**src/rtl/tpu_mmio_ctrl.sv**
```systemverilog
// MMIO register file, packed A/B buffer write decode and repeat-run sequencer for the systolic array.
// Reads and buffer write enables are combinational; control takes effect on the next edge; the port never stalls.
module tpu_mmio_ctrl #(
   parameter int          N             = 4,
   parameter int          DATA_W        = 8,
   parameter int          SUM_W         = 32,
   parameter int          REP_W         = 8,
   parameter logic [15:0] TPU_BASE      = 16'h0000,
   parameter logic [31:0] ID_VALUE      = 32'h5450_0002,
   parameter logic [31:0] VERSION_VALUE = 32'h0002_0000,
   localparam int PACK       = 32 / DATA_W,
   localparam int WORDS      = (N*N + PACK - 1) / PACK,
   localparam int RUN_CYCLES = 3*N,
   localparam int TW         = $clog2(RUN_CYCLES + 1),
   localparam int WA_W       = (WORDS > 1) ? $clog2(WORDS) : 1
) (
   input  logic                     clk,
   input  logic                     rst,
   input  logic                     mmio_wr,
   input  logic                     mmio_rd,
   input  logic [15:0]              mmio_addr,
   input  logic [31:0]              mmio_wdata,
   input  logic [3:0]               mmio_wstrb,
   input  logic [DATA_W*N*N-1:0]    a_flat,
   input  logic [DATA_W*N*N-1:0]    b_flat,
   input  logic [SUM_W*N*N-1:0]     c_flat,
   output logic [31:0]              mmio_rdata,
   output logic                     mmio_ready,
   output logic                     busy,
   output logic                     done,
   output logic                     irq,
   output logic                     capture_sums,
   output logic                     clear_acc,
   output logic [TW-1:0]            t_ctr,
   output logic [1:0]               state,
   output logic [PACK-1:0]          we_a,
   output logic [PACK-1:0]          we_b,
   output logic [WA_W-1:0]          addr_a,
   output logic [WA_W-1:0]          addr_b,
   output logic [31:0]              wdata_a,
   output logic [31:0]              wdata_b
);

   typedef enum logic [1:0] {S_IDLE = 2'd0, S_RUN = 2'd1, S_DONE = 2'd2} state_t;

   localparam int            BPL    = DATA_W / 8;
   localparam int            NN     = N * N;
   localparam logic [TW-1:0] T_LAST = TW'(RUN_CYCLES - 1);

   state_t            st;
   logic              err;
   logic [1:0]        irq_en;
   logic [1:0]        irq_stat;
   logic [REP_W-1:0]  rep_cnt;
   logic [REP_W-1:0]  rep_left;
   logic [31:0]       cycles;

   logic [15:0]       off;
   logic [13:0]       word, a_rel, b_rel, c_rel;
   logic              aligned, reg_hit, a_hit, b_hit, c_hit;
   logic              wr_ctrl, wr_irq_en, wr_irq_stat, wr_rep;
   logic              start, clr_done, abort, ab_busy_err;
   logic [PACK-1:0]   lanes_a, lanes_b;

   // Relative word indices wrap to large values below each window, so one compare bounds both ends.
   assign off     = mmio_addr - TPU_BASE;
   assign aligned = (off[1:0] == 2'b00);
   assign word    = off[15:2];
   assign a_rel   = word - 14'h040;
   assign b_rel   = word - 14'h080;
   assign c_rel   = word - 14'h0C0;
   assign reg_hit = aligned && (word < 14'd8);
   assign a_hit   = aligned && (a_rel < 14'(WORDS));
   assign b_hit   = aligned && (b_rel < 14'(WORDS));
   assign c_hit   = aligned && (c_rel < 14'(NN));

   assign wr_ctrl     = mmio_wr && reg_hit && (word[2:0] == 3'd2) && mmio_wstrb[0];
   assign wr_irq_en   = mmio_wr && reg_hit && (word[2:0] == 3'd4) && mmio_wstrb[0];
   assign wr_irq_stat = mmio_wr && reg_hit && (word[2:0] == 3'd5) && mmio_wstrb[0];
   assign wr_rep      = mmio_wr && reg_hit && (word[2:0] == 3'd6);
   assign start       = wr_ctrl && mmio_wdata[0];
   assign clr_done    = wr_ctrl && mmio_wdata[1];
   assign abort       = wr_ctrl && mmio_wdata[2];
   assign ab_busy_err = mmio_wr && busy && (a_hit || b_hit);

   always_comb begin
      lanes_a = '0;
      lanes_b = '0;
      for (int l = 0; l < PACK; l++) begin
         lanes_a[l] = (&mmio_wstrb[l*BPL +: BPL]) && ((int'(a_rel) * PACK + l) < NN);
         lanes_b[l] = (&mmio_wstrb[l*BPL +: BPL]) && ((int'(b_rel) * PACK + l) < NN);
      end
   end

   assign we_a    = (mmio_wr && a_hit && !busy) ? lanes_a : '0;
   assign we_b    = (mmio_wr && b_hit && !busy) ? lanes_b : '0;
   assign addr_a  = (mmio_wr && a_hit) ? a_rel[WA_W-1:0] : '0;
   assign addr_b  = (mmio_wr && b_hit) ? b_rel[WA_W-1:0] : '0;
   assign wdata_a = (mmio_wr && a_hit) ? mmio_wdata : '0;
   assign wdata_b = (mmio_wr && b_hit) ? mmio_wdata : '0;

   assign mmio_ready = 1'b1;
   assign state      = st;

   always_comb begin
      mmio_rdata = '0;
      if (mmio_rd) begin
         if (reg_hit) begin
            case (word[2:0])
               3'd0:    mmio_rdata = ID_VALUE;
               3'd1:    mmio_rdata = VERSION_VALUE;
               3'd3:    mmio_rdata = {29'b0, err, done, busy};
               3'd4:    mmio_rdata = {30'b0, irq_en};
               3'd5:    mmio_rdata = {30'b0, irq_stat};
               3'd6:    mmio_rdata[REP_W-1:0] = rep_cnt;
               3'd7:    mmio_rdata = cycles;
               default: mmio_rdata = '0;
            endcase
         end else if (a_hit) begin
            for (int l = 0; l < PACK; l++)
               if ((int'(a_rel) * PACK + l) < NN)
                  mmio_rdata[l*DATA_W +: DATA_W] = a_flat[(int'(a_rel) * PACK + l) * DATA_W +: DATA_W];
         end else if (b_hit) begin
            for (int l = 0; l < PACK; l++)
               if ((int'(b_rel) * PACK + l) < NN)
                  mmio_rdata[l*DATA_W +: DATA_W] = b_flat[(int'(b_rel) * PACK + l) * DATA_W +: DATA_W];
         end else if (c_hit) begin
            mmio_rdata[SUM_W-1:0] = c_flat[int'(c_rel) * SUM_W +: SUM_W];
         end
      end
   end

   always_ff @(posedge clk) begin
      if (rst) begin
         st           <= S_IDLE;
         busy         <= 1'b0;
         done         <= 1'b0;
         err          <= 1'b0;
         irq          <= 1'b0;
         capture_sums <= 1'b0;
         clear_acc    <= 1'b0;
         t_ctr        <= '0;
         irq_en       <= 2'b00;
         irq_stat     <= 2'b00;
         rep_cnt      <= '0;
         rep_left     <= '0;
         cycles       <= '0;
      end else begin
         capture_sums <= 1'b0;
         clear_acc    <= 1'b0;
         irq          <= |(irq_stat & irq_en);

         if (wr_irq_en)
            irq_en <= mmio_wdata[1:0];
         if (wr_rep)
            for (int b = 0; b < REP_W; b++)
               if (mmio_wstrb[b/8])
                  rep_cnt[b] <= mmio_wdata[b];

         // Clears are issued first so that a same-cycle event assignment below overrides them.
         if (wr_irq_stat)
            irq_stat <= irq_stat & ~mmio_wdata[1:0];
         if (clr_done) begin
            done <= 1'b0;
            err  <= 1'b0;
         end
         if (ab_busy_err) begin
            err         <= 1'b1;
            irq_stat[1] <= 1'b1;
         end

         if (abort) begin
            st    <= S_IDLE;
            busy  <= 1'b0;
            t_ctr <= '0;
         end else begin
            case (st)
               S_IDLE, S_DONE: begin
                  if (start) begin
                     st        <= S_RUN;
                     busy      <= 1'b1;
                     done      <= 1'b0;
                     t_ctr     <= '0;
                     rep_left  <= rep_cnt;
                     cycles    <= '0;
                     clear_acc <= 1'b1;
                  end
               end
               S_RUN: begin
                  if (start) begin
                     err         <= 1'b1;
                     irq_stat[1] <= 1'b1;
                  end
                  if (cycles != 32'hFFFF_FFFF)
                     cycles <= cycles + 32'd1;
                  if (t_ctr == T_LAST) begin
                     capture_sums <= 1'b1;
                     t_ctr        <= '0;
                     if (rep_left != '0) begin
                        rep_left  <= rep_left - 1'b1;
                        clear_acc <= 1'b1;
                     end else begin
                        st          <= S_DONE;
                        busy        <= 1'b0;
                        done        <= 1'b1;
                        irq_stat[0] <= 1'b1;
                     end
                  end else begin
                     t_ctr <= t_ctr + 1'b1;
                  end
               end
               default: begin
                  st   <= S_IDLE;
                  busy <= 1'b0;
               end
            endcase
         end
      end
   end

endmodule

```
**config.mk**
```make
export PLATFORM = sky130hd
export DESIGN_NAME = tpu_mmio_ctrl
export DESIGN_NICKNAME = d
export VERILOG_FILES = /design/src/rtl/tpu_mmio_ctrl.sv
export SDC_FILE = /design/constraint.sdc
export NUM_CORES = 1
export LEC_CHECK = 0
export BUFFER_PORTS_ARGS = -buffer_cell sky130_fd_sc_hd__buf_2
export CORE_AREA = 2 2 367 369
export CTS_BUF_LIST = sky130_fd_sc_hd__clkbuf_2 sky130_fd_sc_hd__clkbuf_4 sky130_fd_sc_hd__clkbuf_8
export DETAILED_ROUTE_END_ITERATION = 8
export DIE_AREA = 0 0 369 371
export SYNTH_ARGS = -nofsm -noshare
export SYNTH_HDL_FRONTEND = slang
export SYNTH_SLANG_ARGS = --single-unit
```
**constraint.sdc**
```tcl
create_clock -name clk -period 2.1 [get_ports clk]
set_input_delay 0 -clock clk [delete_from_list [all_inputs] [get_ports clk]]
set_output_delay 0 -clock clk [all_outputs]
set_load 0.005 [all_outputs]
```
==> impl_metrics.json <==
{
  "outcome": "finished, violations left",
  "violations": "negative setup slack",
  "clock_power_share": 0.208,
  "hold_depth": 4,
  "grt.overflow.total": 0,
  "cts_max_level": 3,
  "layout_common_cells": "buf_2, buf_4, a21oi_1",
  "worst-r2r-cell-count": 7,
  "dr.pass1.iters": 7,
  "seq_power_share": 0.211,
  "worst_path_largest_cell_delay_ns": 0.68,
  "nFillCells": 15200,
  "tightest_slew_ns": 0.677,
  "final_common_cell": "buf_2",
  "ff2ff_setup_slack_ns": 0.01,
  "cts_buffers": 9,
  "grt_usage": 0.186,
  "antenna_found_initial": 123,
  "setup_viol": 13,
  "critPathRequiredTime_ns": 2.10,
  "ys_ff_latch": 64,
  "hold_ws_ns": 0.0737,
  "die_area_um2": 137000,
  "ys.flop_type": "dfxtp_1",
  "worst_ir_drop_vdd_uv": 180,
  "clock_skew_ns": 0.0164,
  "holdCritPathClass": "input port to register",
  "core_um2": 133000,
  "die_x_um": 369,
  "synth_cells": 1369,
  "ios": 944,
  "intPower_mw": 3.34,
  "worst-setup-path-type": "input port to primary output",
  "die_h_um": 371,
  "netlist_top_cells_area": "mux4_2, dfxtp_1, mux2i_1",
  "max_freq_mhz": 440,
  "slew_headroom": 0.536,
  "end_kind": "primary output",
  "clock_latency_ns": 0.41,
  "crit_chain": "buf_2, nor3b_2, buf_4, nand2_2, or4_4, buf_8, or3_1, a311oi_2, buf_2",
  "antenna_left": 0,
  "r2r_end": "cycles[21]",
  "setup_tns_ns": -1.20,
  "cts.sinks": 64,
  "grt_pass1_vias": 17900,
  "final.min_clock_period_ns": 2.27,
  "hold_viol": 0,
  "wl_um": 134000,
  "cts-root-buf": "clkbuf_8",
  "yosys.cell_types.count": 70,
  "port_buffers": 942,
  "finalCritPeriodShare": 1.08,
  "cp-start-kind": "input port",
  "slowest_stage": "or4_4",
  "synth_area_um2": 10800,
  "initial_utilization": 0.0816,
  "grt_max_degree": 70,
  "hold-path-endpoint": "rep_cnt[0]",
  "area_growth_pct": 104,
  "yosysSeqAreaShare": 0.118,
  "leakagePower_nw": 10.0,
  "cp.arrival_ns": 2.27,
  "drc_errors": 0,
  "dp_hpwl_um": 119000,
  "syn-num-nets": 2199,
  "drt_iter0_drc": 1573,
  "wl_per_cell_um": 30.7,
  "grt_pass1_wl_um": 168000,
  "synth_top_area_cell": "mux4_2",
  "drive_above_1_share": 0.621,
  "cap_violations": 0,
  "final_cells": 4382,
  "power.density_nw_per_um2": 261,
  "p_sw_mw": 2.41,
  "slew_viol_final": 0,
  "cts_max_path_buffers": 2,
  "gp_congestion": 0.946,
  "via_per_inst": 4.13,
  "finalPower_mw": 5.75,
  "vias": 18100,
  "cts.clk_slew.worst_paths_ns": 0.09,
  "min_from": "mmio_wdata[0]",
  "crit_fanout": 6,
  "fp-row-count": 134,
  "path_common_cell": "buf_2",
  "synth_top_area_share": 0.148,
  "dp.cells": 4276,
  "comb_power_share": 0.581,
  "reg2reg_from": "cycles[5]",
  "synth_enable_flop_cells": 0,
  "cts_tree": "built",
  "avgSynthCellArea_um2": 7.92,
  "ys_warn_count": 0,
  "finalWorstSetupSlack_ns": -0.171,
  "swShare": 0.419,
  "async_reset_ff_frac": 0,
  "rsz0062_at_grt": "yes",
  "final_net_count": 3399
}
worst max-delay path, delay by kind of cell:
family / cells / cell delay [ns]
AOI/OAI and AO/OA: 1 / 0.25
buffers and inverters: 4 / 0.66
and+or+nand+nor: 4 / 1.31
synth_stat cells, drive strengths merged (4+ instances only):
library cell and n:
a22o 6, a221o 25, a222oi 5, nand3 35
a31oi 22, ha 6, a22oi 50, nor2b 8
dfxtp 64, o221ai 12, o211ai 19, o21ai 77
nor3b 4, xor2 6, a21oi 124, nor3 20
a211o 5, a221oi 49, and3 75, clkbuf 80
nand2b 11, mux4 71, or3 9, buf 68
and2 17, a311o 4, nand4 25, nor2 87
nor4 18, xnor2 14, inv 10, a311oi 12
mux2i 97, or4 11, mux2 53, a211oi 18
o22ai 5, nand2 109
worst max-delay path by stage:
| stage | startpoint | end | slack [ns] |
|---|---|---|---|
| finish | mmio_addr[14] | mmio_rdata[29] | -0.17 |
| floorplan | cycles[7] | cycles[21] | 0.02 |
| CTS | mmio_addr[7] | mmio_rdata[29] | -0.13 |
| global placement | mmio_addr[2] | mmio_rdata[14] | -0.58 |
| detailed placement | mmio_addr[2] | mmio_rdata[14] | -0.55 |
| global route | mmio_addr[14] | mmio_rdata[29] | -0.23 |
area by class of cell:
type / instances / area, um^2 / share of cell area
tap: 1768 / 2210 / 0.100
antenna: 40 / 100 / 0.00453
clock inverter: 6 / 67.6 / 0.00306
timing repair buffer: 1336 / 8620 / 0.391
multi-input combinational: 1145 / 9600 / 0.435
sequential: 64 / 1290 / 0.0583
inverter: 13 / 53.8 / 0.00244
clock buffer: 10 / 138 / 0.00623
stage by stage:
step | setup WS, ns | util | cell area [um^2]
after floorplan | 0.0224 | - | 10800
after global placement | -0.576 | 0.153 | 20300
after detailed placement | -0.554 | 0.153 | 20300
after CTS | -0.128 | 0.161 | 21400
after global routing | -0.230 | 0.166 | 22000
final | -0.171 | 0.166 | 22100
logic make-up after synthesis:
family          after synthesis  synth area share
compound gates              453             0.285
simple gates                443             0.215
mux                         221             0.292
buf+inv                     161            0.0664
flops                        64             0.118
xor+xnor                     20            0.0162
fa+ha+maj                     6           0.00693
other cells                   1          0.000346
state kept, by name, indices dropped and copies added, names as in the netlist:
register	cells
clear_acc	1
capture_sums	1
busy	1
rep_cnt	8
err	1
irq_en	2
done	1
cycles	32
t_ctr	4
state	2
rep_left	8
irq_stat	2
irq	1
routing by layer:
layer,global-route usage,part of all wire,wire [um]
met4,0.0563,0.033,4490
met1,0.216,0.38,51400
met3,0.0500,0.085,11500
met2,0.329,0.49,66500
met5,0,0.0033,444
power by group through the flow:
| stage | sequential (mW) | combinational [mW] | clock, mW |
|---|---|---|---|
| after floorplan | 1.24 | 1.06 | 0 |
| after global placement | 1.24 | 3.20 | 0 |
| after detailed placement | 1.24 | 3.19 | 0 |
| after CTS | 1.21 | 3.32 | 1.25 |
| after global routing | 1.21 | 3.53 | 1.28 |
| final | 1.21 | 3.35 | 1.20 |
timing repair:
item | 4_1_cts | 5_1_grt
pin swaps | 35 | 33
endpoints found under the hold margin | 12 | 0
gates cloned | 2 | 2
hold buffers | 8 | 0
resized for setup | 111 | 85
setup buffers | 28 | 14
endpoints found under the setup margin | 47 | 66
(Power assumes the default switching activity.)
